===== src/rtl/rope_toggle_gen.sv =====
// Rope direction-toggle generator: requests a direction reversal once per frame when the rope
// overlaps a boundary or reaches a position limit, then ignores hits for a few frames.
module rope_toggle_gen #(
    parameter int LEFT_LIMIT      = 32,
    parameter int RIGHT_LIMIT     = 608,
    parameter int ROPE_WIDTH      = 16,
    parameter int COOLDOWN_FRAMES = 4
) (
    input  logic               clk,
    input  logic               resetN,
    input  logic               startOfFrame,
    input  logic               ropeDrawingRequest,
    input  logic               boundaryDrawingRequest,
    input  logic signed [10:0] topLeftX,
    output logic               dirToggle,
    output logic               movingRight,
    output logic [7:0]         toggleCount,
    output logic [1:0]         state_dbg
);

    typedef enum logic [1:0] {
        ARMED    = 2'd0,
        FIRE     = 2'd1,
        COOLDOWN = 2'd2
    } state_t;

    localparam logic signed [11:0] LEFT_S  = 12'(LEFT_LIMIT);
    localparam logic signed [11:0] RIGHT_S = 12'(RIGHT_LIMIT);
    localparam logic signed [11:0] WIDTH_S = 12'(ROPE_WIDTH);
    localparam logic [3:0]         CD_INIT = 4'(COOLDOWN_FRAMES);

    state_t      state_q, state_d;
    logic        hit_q, hit_d;
    logic [3:0]  cd_q, cd_d;
    logic        dir_q, dir_d;
    logic        mr_q, mr_d;
    logic [7:0]  cnt_q, cnt_d;

    logic signed [11:0] x_ext;
    logic signed [11:0] right_edge;
    logic               pos_hit;

    // Sign-extend to 12 bits so negative positions count as past the left limit.
    always_comb begin
        x_ext      = {topLeftX[10], topLeftX};
        right_edge = x_ext + WIDTH_S;
        pos_hit    = (mr_q && (right_edge >= RIGHT_S)) || (!mr_q && (x_ext <= LEFT_S));
    end

    // Overlap seen in the frame-start cycle itself belongs to no frame and is dropped.
    always_comb begin
        hit_d = startOfFrame ? 1'b0 : (hit_q | (ropeDrawingRequest & boundaryDrawingRequest));
    end

    always_comb begin
        state_d = state_q;
        cd_d    = cd_q;
        dir_d   = 1'b0;
        mr_d    = mr_q;
        cnt_d   = cnt_q;
        case (state_q)
            ARMED: begin
                if (startOfFrame && (hit_q || pos_hit)) begin
                    state_d = FIRE;
                    dir_d   = 1'b1;
                    mr_d    = !mr_q;
                    cnt_d   = (cnt_q == 8'hFF) ? cnt_q : cnt_q + 8'd1;
                end
            end
            FIRE: begin
                if (CD_INIT == 4'd0) begin
                    state_d = ARMED;
                end else begin
                    state_d = COOLDOWN;
                    cd_d    = CD_INIT;
                end
            end
            COOLDOWN: begin
                if (startOfFrame) begin
                    cd_d = (cd_q == 4'd0) ? 4'd0 : cd_q - 4'd1;
                    if (cd_q <= 4'd1) begin
                        state_d = ARMED;
                    end
                end
            end
            default: begin
                state_d = ARMED;
            end
        endcase
    end

    always_ff @(posedge clk or negedge resetN) begin
        if (!resetN) begin
            state_q <= ARMED;
            hit_q   <= 1'b0;
            cd_q    <= 4'd0;
            dir_q   <= 1'b0;
            mr_q    <= 1'b1;
            cnt_q   <= 8'd0;
        end else begin
            state_q <= state_d;
            hit_q   <= hit_d;
            cd_q    <= cd_d;
            dir_q   <= dir_d;
            mr_q    <= mr_d;
            cnt_q   <= cnt_d;
        end
    end

    assign dirToggle   = dir_q;
    assign movingRight = mr_q;
    assign toggleCount = cnt_q;
    assign state_dbg   = state_q;

endmodule


===== config.mk =====
export PLATFORM = sky130hd
export DESIGN_NAME = rope_toggle_gen
export DESIGN_NICKNAME = d
export VERILOG_FILES = /design/src/rtl/rope_toggle_gen.sv
export SDC_FILE = /design/constraint.sdc
export NUM_CORES = 1
export LEC_CHECK = 0
export BUFFER_PORTS_ARGS = -buffer_cell sky130_fd_sc_hd__clkbuf_2
export CAP_MARGIN = 10
export CORE_MARGIN = 10
export CORE_UTILIZATION = 51
export CTS_CLUSTER_DIAMETER = 150
export DETAILED_ROUTE_END_ITERATION = 7
export GPL_TIMING_DRIVEN = 0
export PLACE_DENSITY = 0.78
export SETUP_SLACK_MARGIN = 0.15
export SYNTH_ARGS = -nofsm -noshare
export SYNTH_HDL_FRONTEND = slang
export SYNTH_SLANG_ARGS = --single-unit

===== constraint.sdc =====
create_clock -name clk -period 1.8 [get_ports clk]
set_clock_uncertainty 0.15 [all_clocks]
set_input_delay 0.18 -clock clk [delete_from_list [all_inputs] [get_ports clk]]
set_output_delay 0.18 -clock clk [all_outputs]
set_load 0.01 [all_outputs]

; ---- After elaboration in Yosys (flattened, before gate mapping)
; Index checks and enable logic that the tools add are counted.
[classes]
n_addsub = 3
magnitude_cmp = 3
n_eq_ne = 6
mux = 10
bitwise = 3
n_reduce_logical = 13
[op_table]
columns = operator, n
row1 = $add 11x6->12 const B, 1
row2 = $ge 12x11->1 const B, 1
row3 = $le 11x7->1 const B, 1
row4 = $add 8x1->8 const B, 1
row5 = $eq 8x8->1 const B, 1
row6 = $mux 4, 2
row7 = $pmux 4 s2, 1
row8 = $mux 2, 3
row9 = $ne 2x2->1 const B, 3
row10 = $pmux 2 s3, 1
row11 = $reduce_and 3->1, 2
row12 = $le 4x1->1 const B, 1
row13 = $logic_not 4->1, 1
row14 = $reduce_and 2->1, 2
row15 = $sub 4x1->4 const B, 1
row16 = $logic_and 1x1->1, 3
row17 = $mux 1, 3
row18 = $eq 2x1->1 const B, 1
row19 = $eq 2x2->1 const B, 1
row20 = $logic_not 2->1, 1
row21 = $logic_or 1x1->1, 2
row22 = $reduce_bool 2->1, 1
row23 = $and 1x1->1, 1
row24 = $logic_not 1->1, 1
row25 = 2 further kinds, 2
[word_totals]
register_bits = 17
input_bits = 16
wordCells = 44

; ---- Depth between registers and ports, before layout
[depth]
word_depth = 8
mapped_depth = 9
depth_no_buf = 9

; ---- Worst setup path after synthesis
; OpenSTA, ideal clock, no wires.
[synth_path]
path_kind = in2reg
start = input port topLeftX[1]
end = register cnt_q[1] (netlist: toggleCount[1])
setup_ns = 0.125
arrival_time_ns = 1.737
t_required_ns = 1.525
setup_slack_ns = -0.211
stages = 6
path_cell_list = or4_4 -> a2111oi_4 -> o211ai_2 -> a21oi_4 -> o21ai_4 -> mux2_2
[synth_via]
elab_chain_cells = 7
word_cells_on_any_way = 9
classes_between = add/sub (1) / order compare (2) / reduce/logical (6)
[synth_lines]
columns = element, line
row1 = from (decl), 14  ; input logic signed [10:0] topLeftX,
row2 = $add 11x6->12, 46  ; right_edge = x_ext + WIDTH_S;
row3 = $ge 12x11->1, 47  ; pos_hit = (mr_q && (right_edge >= RIGHT_S)) || (!mr_q && (x_ext <= LEFT_S));
row4 = $logic_and 1x1->1, 47
row5 = $logic_or 1x1->1 (*), 47
row6 = $logic_or 1x1->1 (*), 63  ; if (startOfFrame && (hit_q || pos_hit)) begin
row7 = $logic_and 1x1->1 (*), 63
row8 = $reduce_and 3->1 (no source line) (*), n/a
row9 = to (signal assigned), 106  ; cnt_q <= cnt_d;
row10 = to (decl), 37  ; logic [7:0] cnt_q, cnt_d;
; Every way passes the cells marked *; elsewhere a longest branch is shown, timed or not.
; A chain may end at the register's enable or synchronous reset.

; ---- Final worst setup path
[layout_path]
start = input port topLeftX[1]
end = register cnt_q[5] (netlist: toggleCount[5])
; The elaborated chain is that of the path after synthesis.

==> results.sh <==
export IMPL_num_io_pins=28
export IMPL_fmaxAchievable_ghz=0.551
export IMPL_critical_path_endpoint="toggleCount[5]$_DFFE_PN0P_"
export IMPL_core_sq_um=1920
export IMPL_port_buffer_count=27
export IMPL_rr_worst_depth=7
export IMPL_initial_cell_density_of_the_core_pct=53.1
export IMPL_overflow=0
export IMPL_critical_path_endpoint_type="register"
export IMPL_worst_slew_pin_slew_ps=422
export IMPL_synth_compound_area_share_pct=17.1
export IMPL_timing_reg2reg_setup_slack_ps=100
export IMPL_dieWidth_microns=64.7
export IMPL_synth_xor_area_share_pct=6.87
export IMPL_initialDrtViolationCount=19
export IMPL_grt_antenna_before_repair=0
export IMPL_cts_htree_levels=1
export IMPL_synthCells=105
export IMPL_drc=0
export IMPL_grt_use_total_pct=10.9
export IMPL_timing_critical_path_arrival_ps=1890
export IMPL_vias_in_the_first_global_route=883
export IMPL_timing_max_slew_rel_slack_pct=71.8
export IMPL_grt_first_pass_wirelength_microns=3800
export IMPL_number_of_antenna_diodes=0
export IMPL_floorplan_rows=16
export IMPL_n_fill_cell=165
export IMPL_totalPowerFinal_mw=1.45
export IMPL_synth_top_area_share_pct=39.3
export IMPL_clock_insertion_delay_worst_skew_ps=290
export IMPL_drt_pass_1_iters=4
export IMPL_synth_yosys_warnings=0
export IMPL_worstSetupStartpoint="topLeftX[1]"
export IMPL_critPathSlowestCell="or4_4"
export IMPL_clk_pin_slew_worst_paths_ps=100
export IMPL_cell_pwr_density_nw_per_um2=1120
export IMPL_synth_simple_gate_area_share_pct=26.4
export IMPL_post_drt_via_cell_ratio=5.40
export IMPL_max_cap_violations=0
export IMPL_maximum_vdd_ir_drop_mv=0.931
export IMPL_die_area_sq_um=4190
export IMPL_post_synth_fa_ha_maj_area_fraction_pct=4.91
export IMPL_synth_top_family_by_area="simple AND/OR/NAND/NOR gates"
export IMPL_crit_type="input port to register"
export IMPL_route_vias_total=902
export IMPL_clock_path_buffers=2
export IMPL_timing_hold_violations_final=0
export IMPL_worst_path_maximum_fanout=8
export IMPL_nNetsFinal=161
export IMPL_yosysSeqAreaShare_pct=41.8
export IMPL_synth_largest_area_cell="dfrtp_1"
export IMPL_core_util_final_pct=67.4
export IMPL_cp_peak_stage_delay_ps=540
export IMPL_dp_final_hpwl_microns=1760
export IMPL_ys_ff_latch=17
export IMPL_pin_count_of_the_biggest_net_entering_global_routing=18
export IMPL_violated_checks="negative setup slack"
export IMPL_routed_wl_microns=2350
export IMPL_post_synth_main_area_contributors="dfrtp_1 (39%), xor2_1 (5.2%), ha_1 (4.9%)"
export IMPL_setup_viol=2
export IMPL_r2r_start="toggleCount[0]$_DFFE_PN0P_"
export IMPL_clockRootBuffer="clkbuf_4"
export IMPL_critical_path_required_ps=1870
export IMPL_tritoncts_clock_tree="built"
export IMPL_cts_num_sinks=17
export IMPL_post_drt_wl_per_cell_microns=14.1
export IMPL_die_h_microns=64.7
export IMPL_syn_mean_instance_area_sq_um=9.71
export IMPL_yosys_cell_types_count=34
export IMPL_critical_path_reg2reg_endpoint="toggleCount[5]$_DFFE_PN0P_"
export IMPL_syn_num_nets=125
export IMPL_min_period_ps=1820
export IMPL_outcome="complete, but fails checks"
export IMPL_finalCritPeriodShare_pct=101
export IMPL_syn_cell_area_sq_um=1020
export IMPL_timing_critical_path_cells="clkbuf_2, or4_4, a2111oi_4, o211ai_2, a21oi_4, o21ai_4, nor3_2, xor2_1"
export IMPL_worstHoldPathType="input port to register"
export IMPL_antenna_violating_nets_post_route=0
export IMPL_cts_buffers_inserted=3
export IMPL_drive_above_1_share_pct=36.4
export IMPL_area_growth_synth_to_final_pct=27.0
export IMPL_startpoint_type="input port"
export IMPL_drv_slew=0
export IMPL_worst_slack_ps=-15.7
export IMPL_grt_setup_unrepaired="yes"
export IMPL_gp_congestion=0.849
export IMPL_static_leakage_power_nw=0.602
export IMPL_muxShareOfSynthArea_pct=1.10
-- through the flow --
step / setup TNS, ps / setup WS, ps / hold slack, ps / cells / area [sq um]
after floorplan: -1310 / -211 / -266 / 105 / 1030
after global placement: -3420 / -426 / -20.5 / 159 / 1200
after detailed placement: -3770 / -461 / -15.9 / 159 / 1200
after CTS: -45.3 / -45.3 / 4.38 / 166 / 1260
after global routing: -475 / -108 / 26.2 / 167 / 1290
final: -19.2 / -15.7 / 12.2 / 167 / 1290
-- worst min path at each step --
stage                     cells after the start  slack [ps]                   to              startpoint
after global placement                        1         -20      hit_q$_DFF_PN0_                  resetN
after global routing                          3          30      hit_q$_DFF_PN0_  boundaryDrawingRequest
after CTS                                     3           4      hit_q$_DFF_PN0_  boundaryDrawingRequest
final                                         3          10      hit_q$_DFF_PN0_  boundaryDrawingRequest
after detailed placement                      1         -20  cd_q[0]$_DFFE_PN0P_                  resetN
after floorplan                               0        -270  cd_q[0]$_DFFE_PN0P_                  resetN
-- critical path, delay by kind of cell --
family,cells,cell delay (ps)
AND/OR/NAND/NOR,2,740
AO/OA/AOI/OAI,4,740
XOR/XNOR,1,150
buffers and inverters,1,80
-- layout make-up --
type / instances / area, sq um / share of cell area (%)
clock buffer: 4 / 26.3 / 2.03
inverter: 5 / 18.8 / 1.45
multi-input combinational: 83 / 611 / 47.1
sequential: 17 / 427 / 32.9
tap: 27 / 33.8 / 2.61
timing repair buffer: 31 / 179 / 13.8
-- Yosys cell counts (all sizes together) --
master and count:
nand3 7, and2 1, o41ai 1, o21ai 6
and2b 1, xor2 6, dfrtp 16, nand3b 1
xnor2 2, or4 1, ha 4, nand4 3
a21oi 3, a32o 2, a2111oi 1, dfstp 1
o211ai 1, a311oi 1, nor2 12, mux2 1
and3 2, a31o 1, inv 5, or3 1
nor4 2, nand2b 3, nor3 4, a31oi 2
o21bai 1, nand2 13
-- placed cells by master (no fill, tap or decap), types with 2 or more instances in the layout --
cell type / instances
a21oi_1: 2
a31oi_1: 2
a32o_1: 2
clkbuf_2: 25
clkbuf_4: 5
dfrtp_1: 16
dlygate4sd3_1: 2
ha_1: 2
ha_4: 2
inv_1: 4
nand2_1: 13
nand2b_1: 3
nand3_1: 7
nand4_1: 3
nor2_1: 12
nor3_2: 3
nor4_1: 2
o21ai_0: 3
o21ai_1: 2
xnor2_1: 2
xor2_1: 6
-- metal layers --
metal,vias up,wire [microns],GRT usage [%]
li1,445,-,-
met1,434,1090,12.7
met2,21,1110,17.9
met3,2,139,4.64
met4,0,9,2.94
met5,-,0,0
-- power breakdown --
part / leakage [nW] / internal (mW) / total [mW] / switching [mW]
Sequential: 0.218 / 0.509 / 0.672 / 0.163
Combinational: 0.370 / 0.268 / 0.574 / 0.306
Clock: 0.0150 / 0.0861 / 0.205 / 0.118
Total: 0.602 / 0.863 / 1.45 / 0.588
-- state kept, by name (all words and copies together) (netlist names) --
name / flops
movingRight: 1
hit_q: 1
toggleCount: 8
cd_q: 4
dirToggle: 1
state_dbg: 2
-- kinds of logic (layout without fill, tap and decap cells) --
family          count (synthesis)  after routing
compound gates                 19             19
xor+xnor                        8              8
fa+ha+maj                       4              4
buf+inv                         5             40
flops                          17             17
mux                             1              1
simple gates                   51             51
-- what timing repair did --
action                                 CTS  global route
hold buffers                             2             0
resized for setup                        5             5
setup buffers                            1             1
endpoints found under the hold margin   18             0
setup endpoints to repair                9            11
pin swaps                                7             4
Power figures use the tool's default switching activity.
